$ cat src/rtl/pet_need_engine_if.sv
// rtl/pet_need_engine_if.sv - control/status bundle between the behaviour FSM and the need-level engine
interface pet_need_engine_if #(
    parameter int CHANNELS = 3,
    parameter int LEVEL_W  = 3,
    parameter int PER_W    = 16,
    parameter int IDX_W    = (CHANNELS > 1) ? $clog2(CHANNELS) : 1
);
    logic [CHANNELS*PER_W-1:0]   decay_period;
    logic [CHANNELS-1:0]         recover_en;
    logic [CHANNELS-1:0]         bump;
    logic                        load_en;
    logic [CHANNELS*LEVEL_W-1:0] load_level;
    logic                        freeze;
    logic                        revive;
    logic [CHANNELS*LEVEL_W-1:0] level;
    logic [CHANNELS-1:0]         low;
    logic [CHANNELS-1:0]         empty;
    logic [2:0]                  mood;
    logic [IDX_W-1:0]            need_idx;
    logic                        tick;

    modport master (
        output decay_period, recover_en, bump, load_en, load_level, freeze, revive,
        input  level, low, empty, mood, need_idx, tick
    );

    modport slave (
        input  decay_period, recover_en, bump, load_en, load_level, freeze, revive,
        output level, low, empty, mood, need_idx, tick
    );
endinterface

$ cat src/rtl/pet_need_engine.sv
// rtl/pet_need_engine.sv - per-channel need levels with programmable decay/recovery and registered mood
module pet_need_engine #(
    parameter int CHANNELS   = 3,
    parameter int LEVEL_W    = 3,
    parameter int LEVEL_MAX  = 5,
    parameter int LOW_THRESH = 2,
    parameter int TICK_DIV   = 50000,
    parameter int PER_W      = 16,
    parameter int IDX_W      = (CHANNELS > 1) ? $clog2(CHANNELS) : 1
) (
    input  logic               clk,
    input  logic               rst,
    pet_need_engine_if.slave   bus
);
    localparam int CNT_W = (TICK_DIV > 1) ? $clog2(TICK_DIV) : 1;
    localparam logic [CNT_W-1:0]   CNT_LAST = CNT_W'(TICK_DIV - 1);
    localparam logic [LEVEL_W-1:0] LVL_MAX  = LEVEL_W'(LEVEL_MAX);
    localparam logic [LEVEL_W-1:0] LVL_LOW  = LEVEL_W'(LOW_THRESH);

    typedef enum logic [2:0] {
        IDLE    = 3'd0,
        NEUTRAL = 3'd1,
        NEEDY   = 3'd2,
        SAD     = 3'd3,
        DEATH   = 3'd4
    } mood_t;

    logic [CNT_W-1:0]   cnt_q;
    logic               tick;
    logic [LEVEL_W-1:0] lvl_q [CHANNELS];
    logic [LEVEL_W-1:0] lvl_d [CHANNELS];
    logic [PER_W-1:0]   tmr_q [CHANNELS];
    logic [PER_W-1:0]   tmr_d [CHANNELS];
    logic [PER_W-1:0]   per   [CHANNELS];
    logic [CHANNELS-1:0] step;
    logic [CHANNELS-1:0] low;
    logic [CHANNELS-1:0] empty;
    logic [IDX_W-1:0]   need_idx;
    logic               all_full;
    int                 n_low;
    mood_t              mood_q;
    mood_t              mood_d;
    logic               reload_q;
    logic               dead;

    function automatic logic [LEVEL_W-1:0] sat_inc(input logic [LEVEL_W-1:0] v);
        return (v >= LVL_MAX) ? LVL_MAX : v + LEVEL_W'(1);
    endfunction

    function automatic logic [LEVEL_W-1:0] sat_dec(input logic [LEVEL_W-1:0] v);
        return (v == '0) ? '0 : v - LEVEL_W'(1);
    endfunction

    assign tick = (cnt_q == CNT_LAST);
    assign dead = (mood_q == DEATH);

    always_comb begin : chan_next
        step = '0;
        for (int i = 0; i < CHANNELS; i++) begin
            per[i]   = bus.decay_period[i*PER_W +: PER_W];
            lvl_d[i] = lvl_q[i];
            tmr_d[i] = tmr_q[i];
            if (bus.revive) begin
                lvl_d[i] = LVL_MAX;
                tmr_d[i] = '0;
            end else if (bus.load_en) begin
                lvl_d[i] = (bus.load_level[i*LEVEL_W +: LEVEL_W] > LVL_MAX) ?
                           LVL_MAX : bus.load_level[i*LEVEL_W +: LEVEL_W];
                tmr_d[i] = '0;
            end else if (!dead) begin
                // >= rather than == so a shortened period takes effect on the very next tick
                if (per[i] == '0) begin
                    tmr_d[i] = '0;
                end else if (tick && !bus.freeze) begin
                    if (tmr_q[i] >= per[i] - PER_W'(1)) begin
                        step[i]  = 1'b1;
                        tmr_d[i] = '0;
                    end else begin
                        tmr_d[i] = tmr_q[i] + PER_W'(1);
                    end
                end
                if (bus.bump[i]) begin
                    lvl_d[i] = sat_inc(lvl_q[i]);
                end else if (step[i]) begin
                    lvl_d[i] = bus.recover_en[i] ? sat_inc(lvl_q[i]) : sat_dec(lvl_q[i]);
                end
            end
        end
    end

    always_comb begin : decode
        low      = '0;
        empty    = '0;
        need_idx = '0;
        all_full = 1'b1;
        n_low    = 0;
        for (int i = CHANNELS - 1; i >= 0; i--) begin
            low[i]   = (lvl_q[i] <= LVL_LOW);
            empty[i] = (lvl_q[i] == '0);
            if (lvl_q[i] != LVL_MAX) all_full = 1'b0;
            if (low[i]) begin
                need_idx = IDX_W'(i);
                n_low    = n_low + 1;
            end
        end
    end

    // DEATH only re-decodes once the refilled/loaded levels have landed in the registers
    always_comb begin : mood_next
        mood_d = NEUTRAL;
        if (dead && !reload_q) mood_d = DEATH;
        else if (|empty)       mood_d = DEATH;
        else if (n_low >= 2)   mood_d = SAD;
        else if (n_low == 1)   mood_d = NEEDY;
        else if (all_full)     mood_d = IDLE;
    end

    always_ff @(posedge clk or negedge rst) begin
        if (!rst) begin
            cnt_q    <= '0;
            mood_q   <= IDLE;
            reload_q <= 1'b0;
            for (int i = 0; i < CHANNELS; i++) begin
                lvl_q[i] <= LVL_MAX;
                tmr_q[i] <= '0;
            end
        end else begin
            cnt_q    <= tick ? '0 : cnt_q + CNT_W'(1);
            mood_q   <= mood_d;
            reload_q <= bus.revive | bus.load_en;
            for (int i = 0; i < CHANNELS; i++) begin
                lvl_q[i] <= lvl_d[i];
                tmr_q[i] <= tmr_d[i];
            end
        end
    end

    for (genvar g = 0; g < CHANNELS; g++) begin : g_level
        assign bus.level[g*LEVEL_W +: LEVEL_W] = lvl_q[g];
    end

    assign bus.low      = low;
    assign bus.empty    = empty;
    assign bus.need_idx = need_idx;
    assign bus.mood     = mood_q;
    assign bus.tick     = tick;
endmodule

$ cat src/flat_wrapper.sv
// flat-port wrapper written by rule: the top's interface ports become plain ports
module pet_need_engine_flat 
#(
    parameter int CHANNELS   = 3,
    parameter int LEVEL_W    = 3,
    parameter int LEVEL_MAX  = 5,
    parameter int LOW_THRESH = 2,
    parameter int TICK_DIV   = 50000,
    parameter int PER_W      = 16,
    parameter int IDX_W      = (CHANNELS > 1) ? $clog2(CHANNELS) : 1
)
  (clk, rst, bus_decay_period, bus_recover_en, bus_bump, bus_load_en, bus_load_level, bus_freeze, bus_revive, bus_level, bus_low, bus_empty, bus_mood, bus_need_idx, bus_tick);
  pet_need_engine_if #(.CHANNELS(CHANNELS), .LEVEL_W(LEVEL_W), .PER_W(PER_W), .IDX_W(IDX_W)) bus_i ();
  input  logic clk;
  input  logic rst;
  input wire logic [$bits(bus_i.decay_period)-1:0] bus_decay_period;
  input wire logic [$bits(bus_i.recover_en)-1:0] bus_recover_en;
  input wire logic [$bits(bus_i.bump)-1:0] bus_bump;
  input wire logic [$bits(bus_i.load_en)-1:0] bus_load_en;
  input wire logic [$bits(bus_i.load_level)-1:0] bus_load_level;
  input wire logic [$bits(bus_i.freeze)-1:0] bus_freeze;
  input wire logic [$bits(bus_i.revive)-1:0] bus_revive;
  output wire logic [$bits(bus_i.level)-1:0] bus_level;
  output wire logic [$bits(bus_i.low)-1:0] bus_low;
  output wire logic [$bits(bus_i.empty)-1:0] bus_empty;
  output wire logic [$bits(bus_i.mood)-1:0] bus_mood;
  output wire logic [$bits(bus_i.need_idx)-1:0] bus_need_idx;
  output wire logic [$bits(bus_i.tick)-1:0] bus_tick;
  assign bus_i.decay_period = bus_decay_period;
  assign bus_i.recover_en = bus_recover_en;
  assign bus_i.bump = bus_bump;
  assign bus_i.load_en = bus_load_en;
  assign bus_i.load_level = bus_load_level;
  assign bus_i.freeze = bus_freeze;
  assign bus_i.revive = bus_revive;
  assign bus_level = bus_i.level;
  assign bus_low = bus_i.low;
  assign bus_empty = bus_i.empty;
  assign bus_mood = bus_i.mood;
  assign bus_need_idx = bus_i.need_idx;
  assign bus_tick = bus_i.tick;
  pet_need_engine #(.CHANNELS(CHANNELS), .LEVEL_W(LEVEL_W), .LEVEL_MAX(LEVEL_MAX), .LOW_THRESH(LOW_THRESH), .TICK_DIV(TICK_DIV), .PER_W(PER_W), .IDX_W(IDX_W)) u_core (.clk(clk), .rst(rst), .bus(bus_i));
endmodule
$ cat config.mk
export PLATFORM = sky130hd
export DESIGN_NAME = pet_need_engine_flat
export DESIGN_NICKNAME = d
export VERILOG_FILES = /design/src/rtl/pet_need_engine_if.sv /design/src/rtl/pet_need_engine.sv /design/src/flat_wrapper.sv
export SDC_FILE = /design/constraint.sdc
export NUM_CORES = 1
export LEC_CHECK = 0
export CORE_ASPECT_RATIO = 0.6
export CORE_MARGIN = 3
export CORE_UTILIZATION = 50
export DETAILED_ROUTE_END_ITERATION = 7
export PLACE_DENSITY = 0.83
export SKIP_CTS_REPAIR_TIMING = 1
export SYNTH_ARGS = -nofsm -noshare
export SYNTH_HDL_FRONTEND = slang
export SYNTH_SLANG_ARGS = --single-unit
export TNS_END_PERCENT = 1
$ cat constraint.sdc
create_clock -name clk -period 4 [get_ports clk]
set_input_delay 0.8 -clock clk [delete_from_list [all_inputs] [get_ports clk]]
set_output_delay 0.8 -clock clk [all_outputs]
set_load 0.05 [all_outputs]
After elaboration in Yosys (flattened, before gate mapping)

Cells that the tools add are included.

Bits in registers: 77
Bits in latches: 0
Bits in writable memories: 0
Output and inout port bits: 21
Word-level logic and storage cells: 146
Memory bits (read-only): 0
Memories: 0

Shifts and indexed selects: 0
Reduce and logical (&&, ||, !) cells: 23
Multiply operators: 0
Add/sub/neg operators: 15
Magnitude comparators: 13
Multiplexer cells: 78
Bitwise gates (word level): 1
Divide/modulo/power cells: 0
Eq/ne operators: 7

Operators by type and width:

| operator                                                            | number |
|---|---|
| two-way mux 16 bit                                                  | 19 |
| two-way mux 3 bit                                                   | 31 |
| adder 16 x 1 -> 16 bit (second input constant)                      | 4 |
| two-way mux 32 bit                                                  | 2 |
| greater-or-equal comparator 16 bit                                  | 3 |
| zero test 16 bit                                                    | 3 |
| subtractor 16 x 1 -> 16 bit (second input constant)                 | 3 |
| adder 32 x 2 -> 32 bit (second input constant)                      | 1 |
| == test 32 x 2 -> 1 bit (second input constant)                     | 1 |
| greater-or-equal comparator 32 x 3 -> 1 bit (second input constant) | 1 |
| nonzero test 4 bit                                                  | 6 |
| two-way mux 1 bit                                                   | 23 |
| == test 16 bit (second input constant)                              | 1 |
| inequality test 3 bit (second input constant)                       | 4 |
| AND reduction 2 bit                                                 | 6 |
| adder 3 x 1 -> 3 bit (second input constant)                        | 3 |
| greater-or-equal comparator 3 bit (second input constant)           | 3 |
| > comparator 3 bit (second input constant)                          | 3 |
| less-or-equal comparator 3 x 2 -> 1 bit (second input constant)     | 3 |
| zero test 3 bit                                                     | 3 |
| subtractor 3 x 1 -> 3 bit (second input constant)                   | 3 |
| two-way mux 2 bit                                                   | 3 |
| == test 3 bit (second input constant)                               | 1 |
| OR reduction 3 bit                                                  | 1 |
| 4 further kinds                                                     | 6 |

Depth between registers and ports, before layout

Gate-level depths: netlist (run 1).

Word-level depth: 13
Depth in mapped cells: 16
Gate-level depth less buffers: 15

Worst setup path after synthesis (run 1)

Ideal clock, no wire load.

Kind: in2reg
Start: in bus_decay_period[19]
End: reg u_core.tmr_q[22] in the netlist's numbering
Data arrival time: 4.131 ns
Data required time: 3.871 ns
Slack: -0.259 ns
Cell stages on the path: 16
Cell sequence: nor2_1 nor4b_1 nand2b_1 nor4_1 nand2_1 nor3_1 xnor2_1 ha_1 nand4_1 nor3_1 or4b_2 nand3b_1 buf_2 nor2_1 o21ai_1 o41ai_2

Cells in the longest elaborated chain, start to end: 8
Elaborated cells between the ends (all ways): 11
Classes of those cells: add/sub (1); order compare (1); mux (6); reduce/logical (3)

RTL lines:

| element                            | line                   | text |
|---|---|---|
| start, declared                    | flat_wrapper.sv:16     | `input wire logic [$bits(bus_i.decay_period)-1:0] bus_decay_period;` |
| subtractor 16 x 1 -> 16 bit        | pet_need_engine.sv:75  | `if (tmr_q[i] >= per[i] - PER_W'(1)) begin` |
| greater-or-equal comparator 16 bit | pet_need_engine.sv:75  |  |
| two-way mux 16 bit                 | pet_need_engine.sv:75  |  |
| two-way mux 16 bit                 | pet_need_engine.sv:74  | `end else if (tick && !bus.freeze) begin` |
| two-way mux 16 bit                 | pet_need_engine.sv:72  | `if (per[i] == '0) begin` |
| two-way mux 16 bit                 | pet_need_engine.sv:70  | `end else if (!dead) begin` |
| two-way mux 16 bit                 | pet_need_engine.sv:66  | `end else if (bus.load_en) begin` |
| two-way mux 16 bit                 | pet_need_engine.sv:63  | `if (bus.revive) begin` |
| end signal, assigned by index      | pet_need_engine.sv:133 | `tmr_q[i] <= tmr_d[i];` |
| end, declared                      | pet_need_engine.sv:32  | `logic [PER_W-1:0] tmr_q [CHANNELS];` |

Several ways; a longest one is shown, not always the timed one. The select of a mux whose other input is x is not followed.
A chain may end at the register's enable or synchronous reset.

Final worst setup path (run 1)

Start: in bus_decay_period[18]
End: reg u_core.tmr_q[22] in the netlist's numbering

The elaborated chain is that of the path after synthesis.

==> results.md, run 1 <==
- The number of standard cells after synthesis is 768.
- The detailed-route wire length is 19300 um.
- The CTS buffer count is 9.
- The share of flip-flops with an asynchronous set or reset after synthesis is 1.00.
- The total of buffers placed on input and output ports is 88.
- The initial antenna violation count is 0.
- The per-instance average area after synthesis is 8.44 sq um.
- Setup repair after global routing could not meet its margin everywhere.
- The floorplan step defined a die boundary enclosing 0.0144 sq mm.
- The class of the most critical hold timing path is flop to flop.
- The number of max-cap violations is 0.
- 89 I/O pins were placed.
- The clock transition time at the flip-flop clock pins of the worst setup and hold paths is 0.06 ns.
- The run finished with clean final reports.
- For this configuration, the core starts out at a cell density of 0.524.
- Measured along the y axis, the die boundary spans 94.2 um.
- Yosys printed 0 warnings.
- In the final layout, the share of cells above drive strength 1 is 0.179.
- The first routing iteration left 745 violations.
- In this run the horizontal extent of the chip is 153 um.
- The headroom to the max-slew limit is 0.317.
- For this run, the detailed router's first-pass iteration total came to 5.
- The max-slew violation count is 0.
- Data on the critical path arrives at its endpoint at 4.16 ns.
- The leakage power total is 3.84 nW.
- The cell area that synthesis handed to floorplanning was 0.00648 sq mm.
- The number of enable-type register cells in the synthesized netlist is 0.
- The clock passes through at most 2 buffers.
- The worst-case IR drop observed on VDD is 267 uV.
- The required arrival time at the worst endpoint is 4.21 ns.
- The part of the Yosys area used for sequential elements is 0.298.
- The number of antenna diodes in the final layout is 0.
- In this run, placement finished with an instance count of 1078.
- The cell at the root of the clock tree is clkbuf_16.
- The detail route stage leaves a number of antenna-violating nets equal to 0.
- The proportion of power drawn by flip-flops and latches is 0.386.
- The final-report hold violation count is 0.
- The number of flip-flops and latches in the synthesized netlist is 77.
- At the end of the flow the core is filled with cells to 0.701.
- The total number of clock tree sinks is 77.
- The TritonCTS clock tree is built.
- The maximum fanout count along the critical path is 8.
- After synthesis, the netlist uses 74 different library cells.
- Across every metal layer, demand over resource in global routing totals 0.259.
- Routability-driven placement finished with a final weighted congestion of 0.862.
- The worst-margin pin slew is 1.02 ns.
- After detailed routing, the number of remaining DRC violations is 0.
- The first-pass GRT wire length is 30500 um.
- The worst setup path is launched from an input pin.
- The core footprint is 0.0124 sq mm.
- The internal power of the cells totals 0.00147 W.
- Of the total power, the share spent switching nets is 0.315.
- Using the TritonRoute via totals, the vias-per-cell ratio works out to 6.03.
- The via count of the first global-routing pass is 6123.
- The later-pin clock latency in the skew report is 0.34 ns.
- Of the total power, the clock network draws 0.362.
- The count of non-filler cells in the finished layout is 1102.
- The combinational group share of total power is 0.252.
- Setup violations remaining at the end of the flow were counted as 0.
- The number of rows created at floorplan is 31.
- Relative to the synthesized area, the layout overhead comes to 33.8%.
- In the finished design, the share of the clock period the worst path needs comes to 0.988.
- After detailed routing, the average wire length per cell comes to 17.5 um.
- The dominant register cell in the synthesized netlist is dfrtp_1.
- The net total in the final layout is 1077.
- The power spent charging and discharging nets is 0.000679 W.
- The routed design could run at a clock period as short as 3.95 ns.
- Summed over all layers, the global routing overflow is 0.
- The total via count in the routed design is 6646.
- In this run the power density over the cells is 248 mW/mm^2.
- The maximum number of pins on one net before global-route repair is 78.
- The H-tree was split into 3 levels.
- The clock arrives with 0.00443 ns of skew.
- Summed over all nets, the half-perimeter wirelength after detailed placement is 14300 um.
- The critical path in this run is classified as input pin to flop.
- Synthesis produced a netlist with a net count of 913.
- The endpoint class of the critical path is a flop.
- Derived from the worst setup path, the maximum achievable clock frequency is 0.253 GHz.
==> Yosys cell counts, types with 19 or more instances <==
cell type | n | share of area
nor3_1 | 37 | 0.029
nand3_1 | 29 | 0.022
dfrtp_1 | 71 | 0.27
nand4_1 | 24 | 0.023
xor2_1 | 19 | 0.026
nand2_1 | 67 | 0.039
nor2_1 | 67 | 0.039
ha_1 | 76 | 0.15
inv_1 | 38 | 0.022
a21oi_1 | 47 | 0.036
xnor2_1 | 35 | 0.047
o21ai_0 | 62 | 0.048
==> layout by cell type, fill, tap and decap left out, types with 12 or more instances in the layout <==
cell             Yosys  final
clkdlybuf4s50_1      0     78
nand2_1             67     65
xnor2_1             35     34
o21ai_1              5     13
nand2b_1            13     12
nor2_1              67     66
a21oi_1             47     45
inv_1               38     36
dfrtp_1             71     71
buf_4                2     73
nand3_1             29     29
nor3_1              37     28
nand4_1             24     24
xor2_1              19     19
ha_1                76     75
o21ai_0             62     52
==> power by group through the flow <==
stage               combinational [W]  sequential (W)  clock, W
floorplan                    0.000211        0.000897         0
global placement             0.000502        0.000844         0
detailed placement           0.000514        0.000844         0
CTS                          0.000519        0.000831  0.000786
global route                 0.000588        0.000835  0.000817
finish                       0.000542        0.000832  0.000778
==> cell families (layout without fill, tap and decap cells) <==
kind of cell,count (synthesis),after routing,share of synthesized area
fa+ha+maj,77,77,0.150
xor+xnor,54,54,0.0729
simple gates,311,312,0.249
flops,77,77,0.298
buf+inv,53,221,0.0320
compound gates,183,183,0.177
mux,13,13,0.0212
==> stage by stage <==
step | setup TNS [ns] | area (sq um) | setup WS, ns | power, W | hold slack (ns)
2_1_floorplan | 0 | 6530 | 0.0104 | 0.00111 | 0.449
3_3_place_gp | -13.51 | 8100 | -0.376 | 0.00135 | 0.474
3_5_place_dp | -23.71 | 8100 | -0.560 | 0.00136 | 0.472
4_1_cts | -6.07 | 8380 | -0.291 | 0.00214 | 0.480
5_1_grt | -0.917 | 8680 | -0.0837 | 0.00224 | 0.508
6_report | 0 | 8680 | 0.0497 | 0.00215 | 0.480
==> per-layer routing <==
layer | vias up | part of all wire | GRT usage
met4 | 0 | 0.016 | 0.0600
met2 | 318 | 0.42 | 0.370
met3 | 36 | 0.087 | 0.0566
li1 | 3144 | - | -
met1 | 3148 | 0.48 | 0.396
met5 | - | 0 | 0
==> final cells by class <==
| cell class | instances | area [sq um] |
|---|---|---|
| inverters | 39 | 146 |
| clock buffers | 10 | 239 |
| flip-flops and latches | 77 | 1930 |
| fillers | 922 | 3690 |
| clock inverters | 6 | 38.8 |
| repair buffers | 166 | 1520 |
| well taps | 165 | 206 |
| multi-input cells | 639 | 4590 |
==> worst paths after layout <==
path | to | start | slack, ns | depth (start not counted)
setup / recovery | u_core.tmr_q[22] | bus_decay_period[18] | 0.05 | 17
hold / removal | u_core.cnt_q[0] | u_core.cnt_q[0] | 0.48 | 1
setup reg to reg | u_core.tmr_q[2] | u_core.cnt_q[10] | 0.92 | 8
hold reg to reg | u_core.cnt_q[0] | u_core.cnt_q[0] | 0.48 | 1
max in group asynchronous | u_core.tmr_q[16] | rst | 2.71 | 1
min in group asynchronous | u_core.tmr_q[47] | rst | 0.62 | 1
==> state kept, by name, indices dropped and copies added (netlist names) <==
register and flops:
u_core.tmr_q 48, u_core.cnt_q 16, u_core.bus.level 9, u_core.bus.mood 3
u_core.reload_q 1
==> critical path: stages <==
cell and delay, ns:
clkbuf_2 0.12, nor4_2 0.29, buf_4 0.16, nand2_2 0.05, or4_4 0.52, nor3_4 0.22, xnor2_2 0.10, ha_1 0.30
nand4_1 0.15, nor3_2 0.23, or4b_4 0.50, nand3b_1 0.13, buf_6 0.14, clkbuf_16 0.15, nor2_1 0.05, o21ai_2 0.15
o41ai_4 0.09
No activity file was read; power rests on OpenSTA's default activity.
==> run 2, diff against run 1 <==
==> constraint.sdc (replaced) <==
create_clock -name clk -period 4.25 [get_ports clk]
set_input_delay 0.85 -clock clk [delete_from_list [all_inputs] [get_ports clk]]
set_output_delay 0.85 -clock clk [all_outputs]
set_load 0.05 [all_outputs]
==> run 2 against run 1 <==
Worst hold slack gained 0.014 ns. Final area is 3.7% lower. Largest power group unchanged. Utilization down 2.6 points. Critical endpoint unchanged. Sequential power decreased by 5.9%. Critical path type unchanged. Clock-buffer cell count rose by 4.
==> results.md, run 2 (same netlist as run 1, synthesis figures left out) <==
- The logic depth of the worst register-to-register path was 7 (was 8).
- The routed length per placed instance is 16.3 um (was 17.5 um).
- The number of vias per cell after detailed routing is 5.80 (was 6.03).
- The number of H-tree branching levels is 3 (unchanged).
- The detailed-router iteration count before antenna repair is 5 (unchanged).
- The violation count after the first detailed-routing iteration is 522 (was 745).
- Status: complete, no violations (unchanged).
- The worst-margin pin slew is 1.03 ns (was 1.02 ns).
- The capture instance of the worst register-to-register path is u_core.tmr_q[33] (was u_core.tmr_q[2]).
- The smallest clock period supported by the final layout is computed as 4.13 ns.
- The final-report hold violation count is 0 (unchanged).
- The number of rows created at floorplan is 31 (unchanged).
- The cell depth of the worst hold path came to 1 (unchanged).
- The leakage power total is 3.64 nW (was 3.84 nW).
- The worst-case hold slack is 0.494 ns (was 0.480 ns).
- The routability congestion estimate came to 0.882 (was 0.862).
- The layout overhead on the synthesized area came to 28.8% (was 33.8%).
- The maximum fanout count along the critical path is 17 (was 8).
- For this run, the top clock speed supported by timing is 0.242 GHz.
- Unrepaired setup endpoints after global routing: true (unchanged).
- The die extent in y was 94.2 um (unchanged).
- Top library cells by usage in the layout, fill and taps aside: clkdlybuf4s50_1 (84), ha_1 (76), dfrtp_1 (71) (was clkdlybuf4s50_1 (78), ha_1 (75), buf_4 (73)).
- The number of max-cap violations was 0 (unchanged).
- The remaining global-route overflow is 0 (unchanged).
- The total of buffers placed on input and output ports was 88 (unchanged).
- The post-route clock period utilization is 0.972.
- The end of the critical path is u_core.tmr_q[22] (unchanged).
- The kind of start point of the critical path is an input pin (unchanged).
- The required arrival time at the worst endpoint was 4.47 ns (was 4.21 ns).
- The TritonCTS clock tree is built (unchanged).
- The number of antenna diodes is 0 (unchanged).
- The sum of net half-perimeters after detailed placement is 13500 um (was 14300 um).
- The I/O pin count is 89 (unchanged).
- The total number of clock tree sinks is 77 (unchanged).
- The overall routing resource usage is 0.247 (was 0.259).
- The commonest non-fill, non-tap cell in the layout is clkdlybuf4s50_1 (unchanged).
- The detailed-route wire length came to 17700 um (was 19300 um).
- The initial core utilization is 0.524 (unchanged).
- The register with the most flip-flops is u_core.tmr_q (unchanged).
- The core footprint came to 0.0124 sq mm (unchanged).
- The clock transition time at the flip-flop clock pins of the worst setup and hold paths is 0.06 ns (about the same).
- The number of buffers on the longest clock path is 2 (unchanged).
- The number of remaining DRC errors is 0 (unchanged).
- The class of the most critical hold timing path is flop to flop (unchanged).
- The endpoint class of the critical path is a flop (unchanged).
- The total via count in the routed design is 6282 (was 6646).
- The power per cell area is 237 mW/mm^2 (was 248 mW/mm^2).
- The headroom to the max-slew limit came to 0.315 (was 0.317).
- The maximum number of pins on one net before global-route repair is 78 (unchanged).
- The critical path arrival came to 4.35 ns (was 4.16 ns).
- The number of inserted filler cells in the final layout is 999 (was 922).
- The cell at the root of the clock tree is clkbuf_16 (unchanged).
- The CTS buffer count was 9 (unchanged).
- The category of the critical setup timing path was input pin to flop (unchanged).
- The later-pin clock latency in the skew report is 0.33 ns (was 0.34 ns).
- The share of cells above drive strength 1 is 0.133 (was 0.179).
- The max-slew violation count was 0 (unchanged).
- The maximum vdd drop came to 202 uV (was 267 uV).
- The x dimension of the die was 153 um (unchanged).
- The start point of the critical path was bus_decay_period[17] (was bus_decay_period[18]).
- The clock skew is 0.00581 ns (was 0.00443 ns).
- The initial antenna violation count was 1 (was 0).
- The total placed instance area is 0.00796 sq mm (was 0.00810 sq mm).
- The start of the worst register-to-register path is u_core.cnt_q[4] (was u_core.cnt_q[10]).
- The number of flip-flops in the largest register came to 48 (unchanged).
- The finished layout cell area is 0.00835 sq mm (was 0.00868 sq mm).
- The total power after layout was 0.00198 W (was 0.00215 W).
- The antenna violation net count after detailed routing is 0 (unchanged).
- The reg-to-reg setup timing slack is 1.43 ns (was 0.92 ns).
- The net total in the final layout came to 1058 (was 1077).
- The first-pass GRT wire length is 29400 um (was 30500 um).
- The full die area is 0.0144 sq mm (unchanged).
- The final setup violation count is 0 (unchanged).
- The via count of the first global-routing pass was 5925 (was 6123).
-- run 2: cell count changes in the layout (fill, tap and decap cells not counted), moves of 3 or more --
cell             previous run  this run
o31ai_1                     6         9
o21ai_1                    13        21
clkbuf_1                    0         3
buf_4                      73        59
o21ai_0                    52        46
nor3_2                      8         3
clkbuf_2                    4         0
clkdlybuf4s50_1            78        84
nor3_1                     28        33
o31ai_2                     3         0
-- run 2: worst min-delay path by stage --
stage / start / end / slack, ns
floorplan: u_core.tmr_q[31] / u_core.tmr_q[31] / 0.45
global placement: u_core.cnt_q[0] / u_core.cnt_q[0] / 0.47
detailed placement: u_core.tmr_q[31] / u_core.tmr_q[31] / 0.49
CTS: u_core.tmr_q[31] / u_core.tmr_q[31] / 0.50
global route: u_core.cnt_q[0] / u_core.cnt_q[0] / 0.51
finish: u_core.cnt_q[0] / u_core.cnt_q[0] / 0.49
-- run 2: final cells by class --
type	count	area, sq um	area share
Clock buffer	14	264	0.0316
Clock inverter	2	10.0	0.00120
Inverter	39	146	0.0175
Multi-Input combinational cell	639	4450	0.533
Sequential cell	77	1930	0.232
Tap cell	165	206	0.0247
Timing Repair Buffer	147	1340	0.161
-- run 2: power by group --
part / switching (W) / internal (W)
clock network: 0.000290 / 0.000426
logic: 0.000273 / 0.000204
registers: 0.0000270 / 0.000756
total: 0.000590 / 0.00139
-- run 2: per-stage QoR --
stage               setup TNS, ns  setup slack, ns  instances   util
finish                          0            0.120       1083  0.675
CTS                        -0.853           -0.102       1080  0.665
global route               -0.276          -0.0622       1083  0.675
floorplan                       0           0.0318        768      -
detailed placement         -11.06           -0.408       1064  0.643
global placement            -8.36           -0.336       1064  0.643
-- run 2: per-layer routing --
metal | routed length, um | track usage | up-vias | part of all wire
li1 | - | - | 3115 | -
met1 | 9000 | 0.383 | 2923 | 0.51
met5 | 9 | 0 | - | 0.00051
met3 | 1460 | 0.0718 | 20 | 0.082
met2 | 7090 | 0.339 | 222 | 0.40
met4 | 146 | 0.0437 | 2 | 0.0082
-- run 2: worst max-delay path, stage by stage --
cell,delay (ns)
clkdlybuf4s50_1,0.46
inv_1,0.08
ha_1,0.17
nor4b_4,0.21
nand2_1,0.11
or4_4,0.45
nor3_4,0.19
xnor2_1,0.10
ha_1,0.22
a211o_1,0.28
o211ai_1,0.13
o2111ai_1,0.14
nand3b_1,0.22
buf_12,0.19
or2_4,0.26
o41ai_2,0.29
